## config.mk

```make
export PLATFORM = sky130hd
export DESIGN_NAME = hdmi_img_mem_arbiter
export DESIGN_NICKNAME = d
export VERILOG_FILES = /design/src/rtl/hdmi_img_pkg.sv /design/src/rtl/sat_counter.sv /design/src/rtl/hdmi_img_mem_arbiter.sv
export SDC_FILE = /design/constraint.sdc
export NUM_CORES = 1
export LEC_CHECK = 0
export ABC_AREA = 1
export ABC_CLOCK_PERIOD_IN_PS = 7200
export BUFFER_PORTS_ARGS = -buffer_cell sky130_fd_sc_hd__buf_2
export CAP_MARGIN = 0
export CORE_MARGIN = 10
export CORE_UTILIZATION = 44
export DETAILED_ROUTE_END_ITERATION = 12
export GPL_TIMING_DRIVEN = 1
export HOLD_SLACK_MARGIN = 0.03
export PLACE_DENSITY = 0.94
export SLEW_MARGIN = 20
export SYNTH_ARGS = -nofsm -noshare
export SYNTH_HDL_FRONTEND = slang
export SYNTH_SLANG_ARGS = --single-unit
```

## constraint.sdc

```tcl
create_clock -name pixel_clk -period 7.2 [get_ports pixel_clk]
set_input_delay 1.44 -clock pixel_clk [delete_from_list [all_inputs] [get_ports pixel_clk]]
set_output_delay 1.44 -clock pixel_clk [all_outputs]
set_load 0.02 [all_outputs]
```

## src/rtl/hdmi_img_pkg.sv

```systemverilog
// rtl/hdmi_img_pkg.sv - shared image constants and arbiter state type
// MEM_ADDR_W grows by one bank bit when HDMI_IMG_DOUBLE_BUFFER_EN is defined.
package hdmi_img_pkg;
  localparam int IMG_W      = 224;
  localparam int IMG_H      = 224;
  localparam int IMG_ADDR_W = $clog2(IMG_W * IMG_H);
  localparam int PIXEL_W    = 24;
`ifdef HDMI_IMG_DOUBLE_BUFFER_EN
  localparam int MEM_ADDR_W = IMG_ADDR_W + 1;
`else
  localparam int MEM_ADDR_W = IMG_ADDR_W;
`endif

  typedef enum logic [1:0] {
    IDLE    = 2'd0,
    RD_WAIT = 2'd1,
    RD_RESP = 2'd2
  } arb_state_t;
endpackage

```

## src/rtl/sat_counter.sv

```systemverilog
// rtl/sat_counter.sv - saturating up-counter with synchronous clear
// Clear takes precedence over increment; the count sticks at all-ones.
module sat_counter #(
  parameter int WIDTH = 16
) (
  input  logic             i_clk,
  input  logic             i_rst,
  input  logic             i_inc,
  input  logic             i_clr,
  output logic [WIDTH-1:0] o_count
);
  logic [WIDTH-1:0] r_count;

  always_ff @(posedge i_clk or posedge i_rst) begin
    if (i_rst) begin
      r_count <= '0;
    end else if (i_clr) begin
      r_count <= '0;
    end else if (i_inc && (r_count != {WIDTH{1'b1}})) begin
      r_count <= r_count + 1'b1;
    end
  end

  assign o_count = r_count;
endmodule

```

## src/rtl/hdmi_img_mem_arbiter.sv

```systemverilog
// rtl/hdmi_img_mem_arbiter.sv - image BRAM arbiter: compositor reads win, host loads fill idle slots
// Optional front/back bank swapping on frame_start when HDMI_IMG_DOUBLE_BUFFER_EN is defined.
module hdmi_img_mem_arbiter
  import hdmi_img_pkg::*;
#(
  parameter int STALL_CNT_W = 16
) (
  input  logic                   pixel_clk,
  input  logic                   rst,
  input  logic                   vid_req,
  input  logic [IMG_ADDR_W-1:0]  vid_addr,
  output logic [PIXEL_W-1:0]     vid_rdata,
  input  logic                   host_req,
  input  logic                   host_we,
  input  logic [IMG_ADDR_W-1:0]  host_addr,
  input  logic [PIXEL_W-1:0]     host_wdata,
  output logic                   host_gnt,
  output logic                   host_rvalid,
  output logic [PIXEL_W-1:0]     host_rdata,
  input  logic                   frame_start,
  input  logic                   swap_req,
  output logic                   swap_done,
  input  logic                   stall_clr,
  output logic [STALL_CNT_W-1:0] stall_cnt,
  output logic                   mem_en,
  output logic                   mem_we,
  output logic [MEM_ADDR_W-1:0]  mem_addr,
  output logic [PIXEL_W-1:0]     mem_wdata,
  input  logic [PIXEL_W-1:0]     mem_rdata
);
  arb_state_t              r_state;
  arb_state_t              w_state_nxt;
  logic [PIXEL_W-1:0]      r_rdata;
  logic [MEM_ADDR_W-1:0]   w_vid_addr;
  logic [MEM_ADDR_W-1:0]   w_host_addr;
  logic                    w_gnt;

`ifdef HDMI_IMG_DOUBLE_BUFFER_EN
  logic r_front_bank;
  logic r_swap_pending;
  logic w_swap_fire;

  // A swap_req arriving on the frame_start cycle itself still takes effect now.
  assign w_swap_fire = frame_start && (r_swap_pending || swap_req);

  always_ff @(posedge pixel_clk or posedge rst) begin
    if (rst) begin
      r_front_bank   <= 1'b0;
      r_swap_pending <= 1'b0;
    end else if (w_swap_fire) begin
      r_front_bank   <= ~r_front_bank;
      r_swap_pending <= 1'b0;
    end else if (swap_req) begin
      r_swap_pending <= 1'b1;
    end
  end

  assign swap_done   = w_swap_fire && !rst;
  assign w_vid_addr  = {r_front_bank, vid_addr};
  assign w_host_addr = {~r_front_bank, host_addr};
`else
  logic w_unused_swap;
  assign w_unused_swap = frame_start ^ swap_req;
  assign swap_done     = 1'b0;
  assign w_vid_addr    = vid_addr;
  assign w_host_addr   = host_addr;
`endif

  always_ff @(posedge pixel_clk or posedge rst) begin
    if (rst) begin
      r_state <= IDLE;
    end else begin
      r_state <= w_state_nxt;
    end
  end

  // Combinational mux keeps the compositor's address-to-data latency at one cycle.
  always_comb begin
    mem_en      = 1'b0;
    mem_we      = 1'b0;
    mem_addr    = '0;
    mem_wdata   = '0;
    w_gnt       = 1'b0;
    host_rvalid = 1'b0;
    w_state_nxt = r_state;
    if (!rst) begin
      if (vid_req) begin
        mem_en   = 1'b1;
        mem_addr = w_vid_addr;
      end else if ((r_state == IDLE) && host_req) begin
        w_gnt     = 1'b1;
        mem_en    = 1'b1;
        mem_we    = host_we;
        mem_addr  = w_host_addr;
        mem_wdata = host_wdata;
      end
      case (r_state)
        IDLE:    if (w_gnt && !host_we) w_state_nxt = RD_WAIT;
        RD_WAIT: w_state_nxt = RD_RESP;
        RD_RESP: begin
          host_rvalid = 1'b1;
          w_state_nxt = IDLE;
        end
        default: w_state_nxt = IDLE;
      endcase
    end
  end

  always_ff @(posedge pixel_clk or posedge rst) begin
    if (rst) begin
      r_rdata <= '0;
    end else if (r_state == RD_WAIT) begin
      r_rdata <= mem_rdata;
    end
  end

  sat_counter #(
    .WIDTH (STALL_CNT_W)
  ) u_stall_cnt (
    .i_clk   (pixel_clk),
    .i_rst   (rst),
    .i_inc   (host_req && vid_req),
    .i_clr   (stall_clr),
    .o_count (stall_cnt)
  );

  assign host_gnt   = w_gnt;
  assign host_rdata = r_rdata;
  assign vid_rdata  = mem_rdata;
endmodule

```

# == Yosys cells after proc, flatten, opt, wreduce, memory -nomap -nowiden ==
# Cells that the tools add are included.
# classes
addsub,1
eq_ne,4
muxes,21
bitwise_logic,1
n_reduce_logical,8
# op_table
operator,count
two-way mux 16 bit,5
two-way mux 24 bit,3
"adder 16 x 1 -> 16 bit, second input constant",1
"!= test 16 bit, second input constant",1
two-way mux 1 bit,11
logical AND 1 bit,4
case mux 2 bit (2 select lines),1
"== test 2 x 1 -> 1 bit, second input constant",1
"== test 2 bit, second input constant",1
logical NOT 2 bit,1
two-way mux 2 bit,1
"!= test 2 x 1 -> 1 bit, second input constant",1
AND reduction 2 bit,1
nonzero test 2 bit,1
logical NOT 1 bit,1
inverter 1 bit,1
# word_totals
regBits,42
in_bits,88
out_inout_bits,109
wordCells,38

# == Logic depth before layout (Yosys ltp) ==
# logic_depth
depth_word,8
mapped_depth,9
ltp_nobuf,9

# == By module ==
# Synthesis repeated with hierarchy kept, for this count alone.
# hier_totals
cells_unflattened,414
hier_area_um2,2844.0
# by_module_without_submodules
module,n_inst,cells_per_inst,area_per_inst_um2,seq_area_each_um2
hdmi_img_mem_arbiter,1,255,1760.4,650.6
sat_counter,1,159,1083.5,400.4

# == Worst setup path before layout ==
# Ideal clock, no wire load.
# synth_timing
path_type,input -> output
startpoint,input rst
endpoint,output mem_addr[10]
arrival_time_ps,3394
required_ps,5760
path_slack_ps,2366
cell_stages,4
path_buffers,1
cell_sequence,inv_2 buf_1 nand3_1 nand2_1
# synth_via
elab_chain_len,1
# synth_lines
item,line,text
start: declaration,hdmi_img_mem_arbiter.sv:9,"input logic rst,"
two-way mux 16 bit,hdmi_img_mem_arbiter.sv:86,if (!rst) begin
end: declaration,hdmi_img_mem_arbiter.sv:27,"output logic [MEM_ADDR_W-1:0] mem_addr,"
# Every way passes these cells.

# == Worst setup path in the final report ==
# layout_timing
startpoint,input vid_req
endpoint,output mem_addr[2]
# layout_via
elab_chain_len,2
# layout_lines
item,line,text
start: declaration,hdmi_img_mem_arbiter.sv:10,"input logic vid_req,"
two-way mux 16 bit,hdmi_img_mem_arbiter.sv:87,if (vid_req) begin
two-way mux 16 bit,hdmi_img_mem_arbiter.sv:86,
# Every way passes these cells.

==> reports/qor.txt <==
number of port buffers: 193
status: complete, no violations
power share of the clock group: 0.217
placed inst area: 0.003527 mm²
CTS resizes: 0
Clock Path Buffers: 2
Async S/R FF share, synth: 1.000
delay-heaviest family, CP: buffers and inverters
Pint: 0.4692 mW
EDFF count, synth: 0
Final #Nets: 612
initial antenna violation count: 0
CP Capture Type: output pin
Iteration-0 DRC Markers: 93
Remaining Overflow, GRT: 0
max incr delay on CP: 0.33 ns
R2R Path Start: u_stall_cnt.o_count[0]
Final Cycle Share: 0.5884
hold-critical path depth: 2
Clock Tree Root: clkbuf_8
Combinational Power Share: 0.367
Final Hold Vio Count: 0
Seq/Total Area, Yosys: 0.3887
synth top area cells: dfrtp_1 (39%), nand2_1 (12%), mux2_2 (10%), nand3_1 (7.4%), buf_4 (7.2%)
crit path DAT: 2.80 ns
DR vias/cell: 4.860
WL per Instance: 16.17 µm
Initial Utilization: 0.4540
Sum Neg Setup Slack: 0 ns
RSZ-0062 raised after global routing: no
Worst Hold End: r_state[1]
# hold bufs at CTS: 0
Post-CTS Setup Inserts: 0
Synth area leader: dfrtp_1
switching pwr: 0.2728 mW
Mean Syn Cell Area: 7.574 µm²
most frequent cells in the layout: buf_2 (193), nand2_1 (89), inv_1 (43), dfrtp_1 (42), nor2_1 (41)
Net Sw Frac: 0.3677
static leakage: 2.200 nW
final core occ: 0.6082
DR vias: 2,911
cts bufs inserted: 5
Final Max Slew Viols: 0
Worst setup SP type: primary input
cells on worst reg2reg path: 8
global-route wire length before repair: 15,020 µm
Worst-Skew Late Latency: 0.29 ns
GRT Total Usage: 0.1866
Peak VDD IR: 0.0001785 V
register area: 0.001051 mm²
Fill cells: 527
CP max FO: 27
CTS tree: done
# H-tree levels: 2
Multi-input gate area: 0.001229 mm²
DRT antenna net count: 0
prevailing post-synth register cell: dfrtp_1
reg2reg end: u_stall_cnt.o_count[14]
Cells after Synth: 357
ratio of cells with drive above 1 in the final layout: 0.4656
Die Y: 98.39 µm
worst setup path class: primary input to output pin
CP max-delay cell: inv_2
Post-Syn Area: 0.002704 mm²
Ant. Diodes: 0
yosys warns: 0
cell area after layout: 0.003622 mm²
area growth from synthesis to layout: 33.97%
Sink Count: 42
Final setup viols: 0
DIE AREA: 0.009681 mm²
row count: 28
Max-slew headroom: 0.3324
Worst Skew: 0.007329 ns
worst slew pin tran: 0.9990 ns
crit-path cells: buf_2 -> nor2_1 -> nand2_2 -> inv_2 -> nand2_1 -> nand2_1 -> buf_2
CP Data Required Time: 5.76 ns
Hold WC Path Type: flop to flop
most common cell after layout, fill and taps aside: buf_2
synth unique cells: 28
final hold slack: 0.4990 ns
Crit path buffers/inverters: 3
Post-DP HPWL: 8091 µm
DR pass1 iterations: 6
pin count of the biggest net entering global routing: 60
DRC violation count after routing: 0
Tmin final: 4.236 ns
FMAX: 0.2361 GHz
Placer Congestion: 0.8508
Pwr per Cell Area: 204.8 mW/mm²
core area: 0.005956 mm²
IO Pins: 197
CTS clk-pin slew, worst paths: 0.08 ns
DRT Wirelength: 9683 µm
post-synth top area share: 0.3887
syn nets: 446
Seq pwr share: 0.416
Max-cap violations: 0
synthesis-stage register bit count: 42
R2R Setup Slk: 5.49 ns
Die X: 98.39 µm
vias in the first global route: 2,910
min-delay src: r_state[1]
-- power groups by stage --
stage                     clock network (mW)  logic, mW  registers, mW
after floorplan                            0      0.107          0.375
after global placement                     0      0.269          0.308
after detailed placement                   0      0.277          0.314
after CTS                              0.166      0.277          0.309
after global routing                   0.175      0.293          0.317
final                                  0.161      0.272          0.309
-- kinds of logic after synthesis --
group,share of synthesized area
AND/OR/NAND/NOR,0.3059
flip-flops,0.3887
multiplexers,0.09995
adder cells (fa/ha/maj),0.004627
AO/OA/AOI/OAI,0.01666
buffers and inverters,0.1569
other,0.001387
XOR/XNOR,0.02591
-- worst max path at each step --
stage | cells after the start | start | to
floorplan | 4 | rst | mem_addr[10]
global placement | 7 | vid_req | mem_addr[8]
detailed placement | 7 | vid_req | mem_addr[2]
CTS | 7 | vid_req | mem_addr[2]
global route | 7 | vid_req | mem_addr[8]
finish | 7 | vid_req | mem_addr[2]
-- area by class of cell --
type	instances	area share
Clock buffer	7	0.02383
Tap cell	75	0.02591
Timing Repair Buffer	194	0.2687
Multi-Input combinational cell	232	0.3392
Sequential cell	42	0.2902
Inverter	48	0.04974
Clock inverter	1	0.002418
-- stage by stage --
step / std cells / total power [mW] / worst slack (ns)
after floorplan: 357 / 0.4819 / 2.366
after global placement: 591 / 0.5772 / 3.068
after detailed placement: 591 / 0.5905 / 2.990
after CTS: 599 / 0.7513 / 2.990
after global routing: 599 / 0.7844 / 2.810
final: 599 / 0.7420 / 2.964
-- registers in the layout, summed over array words and instances, names as in the netlist --
name and count:
r_state 2, u_stall_cnt.o_count 16, host_rdata 24
-- cell usage after synthesis, types with 2 or more instances --
library cell,instances
nand2_1,89
inv_1,43
dfrtp_1,42
nor2_1,41
nand3_1,40
buf_4,26
mux2_2,24
buf_2,6
nand2_2,6
xor2_1,6
nor2_2,5
inv_2,4
nand4_1,4
o21ai_1,3
a21oi_1,2
buf_1,2
nor2_4,2
xnor2_1,2
-- tightest hold or removal path: cells and delay by family, from the launching register on --
family	cells	cell delay (ns)
simple gates	1	0.05
flops	1	0.35
compound gates	1	0.06
-- metal layers --
layer	track usage	vias up	share of wire
met3	0.06061	18	0.086
met2	0.3535	140	0.54
met4	0.06284	0	0.021
met5	0	-	0
li1	-	1413	-
met1	0.1852	1340	0.35
(Power assumes the default switching activity.)
